===== config.mk =====
export PLATFORM = sky130hd
export DESIGN_NAME = round_incr_pipe
export DESIGN_NICKNAME = d
export VERILOG_FILES = /design/src/rtl/round_incr_pipe.sv
export SDC_FILE = /design/constraint.sdc
export NUM_CORES = 1
export LEC_CHECK = 0
export CORE_ASPECT_RATIO = 0.8
export CORE_MARGIN = 2
export CORE_UTILIZATION = 50
export CTS_CLUSTER_SIZE = 24
export DETAILED_ROUTE_END_ITERATION = 10
export PLACE_DENSITY = 0.79
export SLEW_MARGIN = 5
export SYNTH_ARGS = -nofsm -noshare
export SYNTH_HDL_FRONTEND = slang
export SYNTH_SLANG_ARGS = --single-unit

===== constraint.sdc =====
create_clock -name clk -period 2.8 [get_ports clk]
set_clock_uncertainty 0.2 [all_clocks]
set_input_delay 0.7 -clock clk [delete_from_list [all_inputs] [get_ports clk]]
set_output_delay 0.7 -clock clk [all_outputs]
set_load 0.01 [all_outputs]

===== src/rtl/round_incr_pipe.sv =====
// rtl/round_incr_pipe.sv - two-stage rounding (decide, increment) with valid/ready flow control
module round_incr_pipe #(
  parameter int NF = 52,
  parameter int NE = 11
) (
  input  logic          clk,
  input  logic          reset_n,
  input  logic          flush,
  input  logic          InValid,
  output logic          InReady,
  input  logic          Ms,
  input  logic [NF:0]   Mm,
  input  logic          G,
  input  logic          S,
  input  logic [NE-1:0] Me,
  input  logic [2:0]    Frm,
  output logic          OutValid,
  input  logic          OutReady,
  output logic          Rs,
  output logic [NF:0]   Rm,
  output logic [NE:0]   Re,
  output logic          Inexact
);

  logic          v1_q, v1_d, v2_q, v2_d;
  logic          ms1_q, ms1_d, inx1_q, inx1_d, rup1_q, rup1_d;
  logic [NF:0]   mm1_q, mm1_d;
  logic [NE-1:0] me1_q, me1_d;
  logic          rs_q, rs_d, inx2_q, inx2_d;
  logic [NF:0]   rm_q, rm_d;
  logic [NE:0]   re_q, re_d;

  logic          load1, load2, round_up;
  logic [NF+1:0] sum;

  assign load2   = ~v2_q | OutReady;
  assign load1   = ~v1_q | load2;
  assign InReady = load1;

  // Unused encodings 101-111 fall back to round-to-nearest-even.
  always_comb begin
    round_up = G & (S | Mm[0]);
    case (Frm)
      3'b001:  round_up = 1'b0;
      3'b010:  round_up = Ms & (G | S);
      3'b011:  round_up = ~Ms & (G | S);
      3'b100:  round_up = G;
      default: round_up = G & (S | Mm[0]);
    endcase
  end

  always_comb begin
    v1_d   = v1_q;
    ms1_d  = ms1_q;
    mm1_d  = mm1_q;
    me1_d  = me1_q;
    inx1_d = inx1_q;
    rup1_d = rup1_q;
    if (flush) begin
      v1_d = 1'b0;
    end else if (load1) begin
      v1_d = InValid;
      if (InValid) begin
        ms1_d  = Ms;
        mm1_d  = Mm;
        me1_d  = Me;
        inx1_d = G | S;
        rup1_d = round_up;
      end
    end
  end

  assign sum = {1'b0, mm1_q} + {{(NF+1){1'b0}}, rup1_q};

  // A carry only happens from an all-ones mantissa, so the renormalised value is 1.000...
  always_comb begin
    v2_d   = v2_q;
    rs_d   = rs_q;
    rm_d   = rm_q;
    re_d   = re_q;
    inx2_d = inx2_q;
    if (flush) begin
      v2_d = 1'b0;
    end else if (load2) begin
      v2_d = v1_q;
      if (v1_q) begin
        rs_d   = ms1_q;
        inx2_d = inx1_q;
        if (sum[NF+1]) begin
          rm_d = {1'b1, {NF{1'b0}}};
          re_d = {1'b0, me1_q} + {{NE{1'b0}}, 1'b1};
        end else begin
          rm_d = sum[NF:0];
          re_d = {1'b0, me1_q};
        end
      end
    end
  end

  always_ff @(posedge clk) begin
    if (!reset_n) begin
      v1_q   <= 1'b0;
      v2_q   <= 1'b0;
      ms1_q  <= 1'b0;
      mm1_q  <= '0;
      me1_q  <= '0;
      inx1_q <= 1'b0;
      rup1_q <= 1'b0;
      rs_q   <= 1'b0;
      rm_q   <= '0;
      re_q   <= '0;
      inx2_q <= 1'b0;
    end else begin
      v1_q   <= v1_d;
      v2_q   <= v2_d;
      ms1_q  <= ms1_d;
      mm1_q  <= mm1_d;
      me1_q  <= me1_d;
      inx1_q <= inx1_d;
      rup1_q <= rup1_d;
      rs_q   <= rs_d;
      rm_q   <= rm_d;
      re_q   <= re_d;
      inx2_q <= inx2_d;
    end
  end

  assign OutValid = v2_q;
  assign Rs       = rs_q;
  assign Rm       = rm_q;
  assign Re       = re_q;
  assign Inexact  = inx2_q;

endmodule


* Word level (Yosys, flattened, before mapping) *
Index checks and enable logic that the tools add are counted.

storage, ports and cells
  register bits = 136
  input bits = 75
  logic and storage cells = 35
  output and inout bits = 69

operators by class
  mux-type cells = 3
  $add $sub $neg = 2
  equality and inequality tests = 4
  bitwise gates (word level) = 12
  reductions and logical operators = 3

operators by type and width
  kind                                                              number
  53-bit by 1-bit adder with 54-bit output                          1
  53-bit 2-to-1 mux                                                 1
  11-bit by 1-bit adder with 12-bit output (second input constant)  1
  12-bit 2-to-1 mux                                                 1
  3-bit by 2-bit == test with 1-bit output (second input constant)  2
  3-bit AND reduction                                               2
  1-bit NOT                                                         5
  1-bit bitwise OR                                                  4
  1-bit case mux with 4 select lines                                1
  1-bit AND                                                         3
  3-bit by 1-bit == test with 1-bit output (second input constant)  1
  3-bit == test (second input constant)                             1
  2-bit OR reduction                                                1

* Logic depth before layout (Yosys ltp) *
  depth in word-level cells = 4
  depth in mapped cells = 8
  gate-level depth less buffers = 8

* Worst setup path after synthesis *
No wires, ideal clock.

  path type = register to register
  from = register rup1_q
  to = register rm_q[50] (netlist: Rm[50])
  required time = 2.481 ns
  clock period less this slack = 2.414 ns
  buffers on the path = 0
  setup slack = 0.386 ns
  cell stages (with the launch flop) = 9
  arrival = 2.095 ns
  library setup time = 0.119 ns
  path through = dfxtp_1 ha_1 ha_1 and4_1 nand4_2 nor4_2 nor3b_1 xnor2_1 o21ai_1

on the way
  longest elaborated chain between the ends = 2

RTL lines
  item                                      RTL line  text
  start, declared                           26        logic ms1_q, ms1_d, inx1_q, inx1_d, rup1_q, rup1_d;
  start signal, assigned                    120       rup1_q <= rup1_d;
  53-bit by 1-bit adder with 54-bit output  73        assign sum = {1'b0, mm1_q} + {{(NF+1){1'b0}}, rup1_q};
  53-bit 2-to-1 mux                         89        if (sum[NF+1]) begin
  end signal, assigned                      122       rm_q <= rm_d;
  end, declared                             30        logic [NF:0] rm_q, rm_d;

Every way passes these cells.
A chain may end at the register's enable or synchronous reset.

* Worst setup path after layout *
  from = input OutReady
  to = output InReady

on the way
  longest elaborated chain between the ends = 2

RTL lines
  item              RTL line  text
  start, declared   18        input logic OutReady,
  1-bit bitwise OR  36        assign load2 = ~v2_q | OutReady;
  1-bit bitwise OR  37        assign load1 = ~v1_q | load2;
  end, declared     10        output logic InReady,

Every way passes these cells.

==> impl_metrics.sql <==
INSERT INTO impl_metrics (metric_group, metric, value, unit) VALUES
('die', 'die-area', '0.01313', 'mm2'),
('timing', 'final-max-slew-violation-count', '0', ''),
('final_layout', 'drive_gt1_frac', '0.07199', ''),
('die', 'dieWidth', '127.6', 'um'),
('final_layout', 'area_overhead_vs_synth', '36.83', '%'),
('timing', 'fin_ws', '0.04882', 'ns'),
('hold_path', 'hold_depth', '2', ''),
('synth', 'synth.cell_area', '0.006111', 'mm2'),
('setup_path', 'cell_chain_of_the_critical_path', 'clkdlybuf4s50_1 > nor2b_1 > nand2_1 > clkdlybuf4s50_1', ''),
('setup_path', 'slowest_stage_delay_cp', '0.48', 'ns'),
('routing', 'drt_pass1_iterations', '5', ''),
('routing', 'route.vias.total', '5688', ''),
('clocking', 'clock_latency', '0.43', 'ns'),
('setup_path', 'worst-setup-path-type', 'in -> out', ''),
('setup_path', 'setup.reg_to_reg.worst_slack', '0.20', 'ns'),
('setup_path', 'crit-reg2reg-launch', 'rup1_q$_SDFFE_PN0P_', ''),
('clocking', 'cts_num_sinks', '136', ''),
('synth', 'synth-async-reset-ratio', '0', ''),
('run', 'cap_viol_max_count', '0', ''),
('final_layout', 'finalNetCount', '954', ''),
('setup_path', 'critical_path.startpoint_type', 'primary input', ''),
('timing', 'setup_viol', '0', ''),
('setup_path', 'critical_path_arrival', '1.85', 'ns'),
('synth', 'ys.flop_type', 'dfxtp_1', ''),
('grt', 'grt_first_pass_wirelength', '25840', 'um'),
('pwr', 'comb_power_share', '0.074', ''),
('synth', 'yosys_warnings', '0', ''),
('clocking', 'tritoncts.num_buffers', '17', ''),
('hold_path', 'worst_hold_path_type', 'reg -> reg', ''),
('final_layout', 'antenna_cells', '0', ''),
('synth', 'synth.yosys.seq_area_share', '0.4455', ''),
('synth', 'syn_avg_cell_area', '8.214', 'um2'),
('synth', 'postSynthNetCount', '822', ''),
('pwr', 'p_leak', '0.002961', 'uW'),
('setup_path', 'reg2regPathDepth', '9', ''),
('clocking', 'cts_setup_buffers', '0', ''),
('setup_path', 'crit_top_cell', 'clkdlybuf4s50_1', ''),
('timing', 'final_hold_slack', '0.2457', 'ns'),
('routing', 'wl', '16520', 'um'),
('clocking', 'htree_levels', '4', ''),
('pwr', 'seq_power_share', '0.428', ''),
('setup_path', 'slowest_cell_on_the_critical_path', 'clkdlybuf4s50_1', ''),
('hold_path', 'hold_path_startpoint', 'Rm[27]$_SDFFE_PN0P_', ''),
('timing', 'final_number_of_hold_violating_endpoints', '0', ''),
('clocking', 'cts_tree', 'built', ''),
('pwr', 'clock_power_share', '0.498', ''),
('synth', 'yosysMostFrequentCell', 'nand2_1', ''),
('pwr', 'ir_drop_worst_case_vdd', '0.0005010', 'V'),
('timing', 'grt_setup_unrepaired', 'no', ''),
('grt', 'grt_overflow_total', '0', ''),
('synth', 'synth.ff_latch_count', '136', ''),
('pwr', 'swShare', '0.2283', ''),
('routing', 'wl_per_cell', '15.87', 'um'),
('routing', 'detail_routed_via_count_per_cell', '5.464', ''),
('synth', 'synth_top_area_cell', 'dfxtp_1', ''),
('clocking', 'cts.root.buffer_cell', 'clkbuf_16', ''),
('placement', 'place_hpwl', '10860', 'um'),
('grt', 'via_count_of_the_first_global_routing_pass', '5285', ''),
('grt', 'grt_antenna_before_repair', '0', ''),
('timing', 'post-route-period-util', '0.9826', ''),
('die', 'die-height', '102.9', 'um'),
('die', 'core_region_area', '0.01207', 'mm2'),
('outcome', 'outcome', 'complete, no violations', ''),
('hold_path', 'hold_path_end', 'Rm[27]$_SDFFE_PN0P_', ''),
('routing', 'detailedRoute.firstIterationViolations', '373', ''),
('grt', 'grt_start_max_net_pins', '76', ''),
('placement', 'routability_congestion_estimate', '0.7989', ''),
('routing', 'ant_nets', '0', ''),
('final_layout', 'num-fill-cells', '906', ''),
('clocking', 'clk_pin_slew_worst_paths', '0.06', 'ns'),
('placement', 'io_buffer_count', '143', '');
==> cells by family after synthesis <==
| logic type | count (synthesis) | synth area share |
|---|---|---|
| AND/OR/NAND/NOR | 338 | 0.2602 |
| XOR/XNOR | 61 | 0.08743 |
| AO/OA/AOI/OAI | 156 | 0.1677 |
| adder cells (fa/ha/maj) | 3 | 0.006143 |
| flip-flops | 136 | 0.4455 |
| buffers and inverters | 50 | 0.03296 |
==> worst max-delay path by stage <==
| stage | start | to | cells after the start |
|---|---|---|---|
| after global routing | OutReady | InReady | 4 |
| after global placement | OutReady | InReady | 4 |
| after CTS | OutReady | InReady | 4 |
| final | OutReady | InReady | 4 |
| after detailed placement | OutReady | Rm[29]$_SDFFE_PN0P_ | 8 |
| after floorplan | rup1_q$_SDFFE_PN0P_ | Rm[50]$_SDFFE_PN0P_ | 8 |
==> critical path: cells and delay by family <==
| kind | cells | cell delay [ns] |
|---|---|---|
| buffers and inverters | 2 | 0.88 |
| AND/OR/NAND/NOR | 2 | 0.26 |
==> layout by cell type (no fill, tap or decap), drive strengths merged, types with 18 or more instances in the layout <==
cell type,n
a21boi,75
clkbuf,18
clkdlybuf4s50,142
dfxtp,136
nand2,202
nand3,34
nand4,22
nor2,27
o21ai,50
xnor2,22
xor2,39
==> area by class of cell <==
cell class / count / area (um2) / area share
repair buffers: 159 / 1597 / 0.1909
clock buffers: 18 / 439.2 / 0.05252
multi-input cells: 558 / 3202 / 0.3829
inverters: 4 / 15.01 / 0.001796
clock inverters: 14 / 196.4 / 0.02349
flip-flops and latches: 136 / 2723 / 0.3256
well taps: 152 / 190.2 / 0.02274
==> repair_timing <==
item	4_1_cts	5_1_grt
hold buffers	0	0
setup endpoints to repair	0	1
resized for setup	0	1
==> sequential cells by signal, summed over array words and instances, names as in the netlist <==
| register | cells |
|---|---|
| Inexact | 1 |
| OutValid | 1 |
| Re | 12 |
| Rm | 53 |
| Rs | 1 |
| inx1_q | 1 |
| me1_q | 11 |
| mm1_q | 53 |
| ms1_q | 1 |
| rup1_q | 1 |
| v1_q | 1 |
==> routing by layer <==
metal,GRT usage,part of all wire,up-vias
met3,0.06227,0.062,27
met2,0.4130,0.46,198
li1,-,-,2785
met5,0,0,-
met4,0.08369,0.018,0
met1,0.3217,0.46,2678
==> power by group through the flow <==
| stage | logic (uW) | clock network, uW | registers (uW) |
|---|---|---|---|
| 6_report | 354 | 2400 | 2060 |
| 3_3_place_gp | 344 | 0 | 2100 |
| 4_1_cts | 355 | 2410 | 2060 |
| 2_1_floorplan | 161 | 0 | 2090 |
| 5_1_grt | 386 | 2500 | 2070 |
| 3_5_place_dp | 351 | 0 | 2100 |
==> stage by stage <==
stage / cell area (um2) / power, uW / std cells / util
floorplan: 6111 / 2252 / 744 / -
global placement: 7717 / 2441 / 1009 / 0.6393
detailed placement: 7717 / 2452 / 1009 / 0.6393
CTS: 8353 / 4827 / 1041 / 0.6920
global route: 8362 / 4953 / 1041 / 0.6927
finish: 8362 / 4813 / 1041 / 0.6927
No activity file was read; power rests on OpenSTA's default activity.
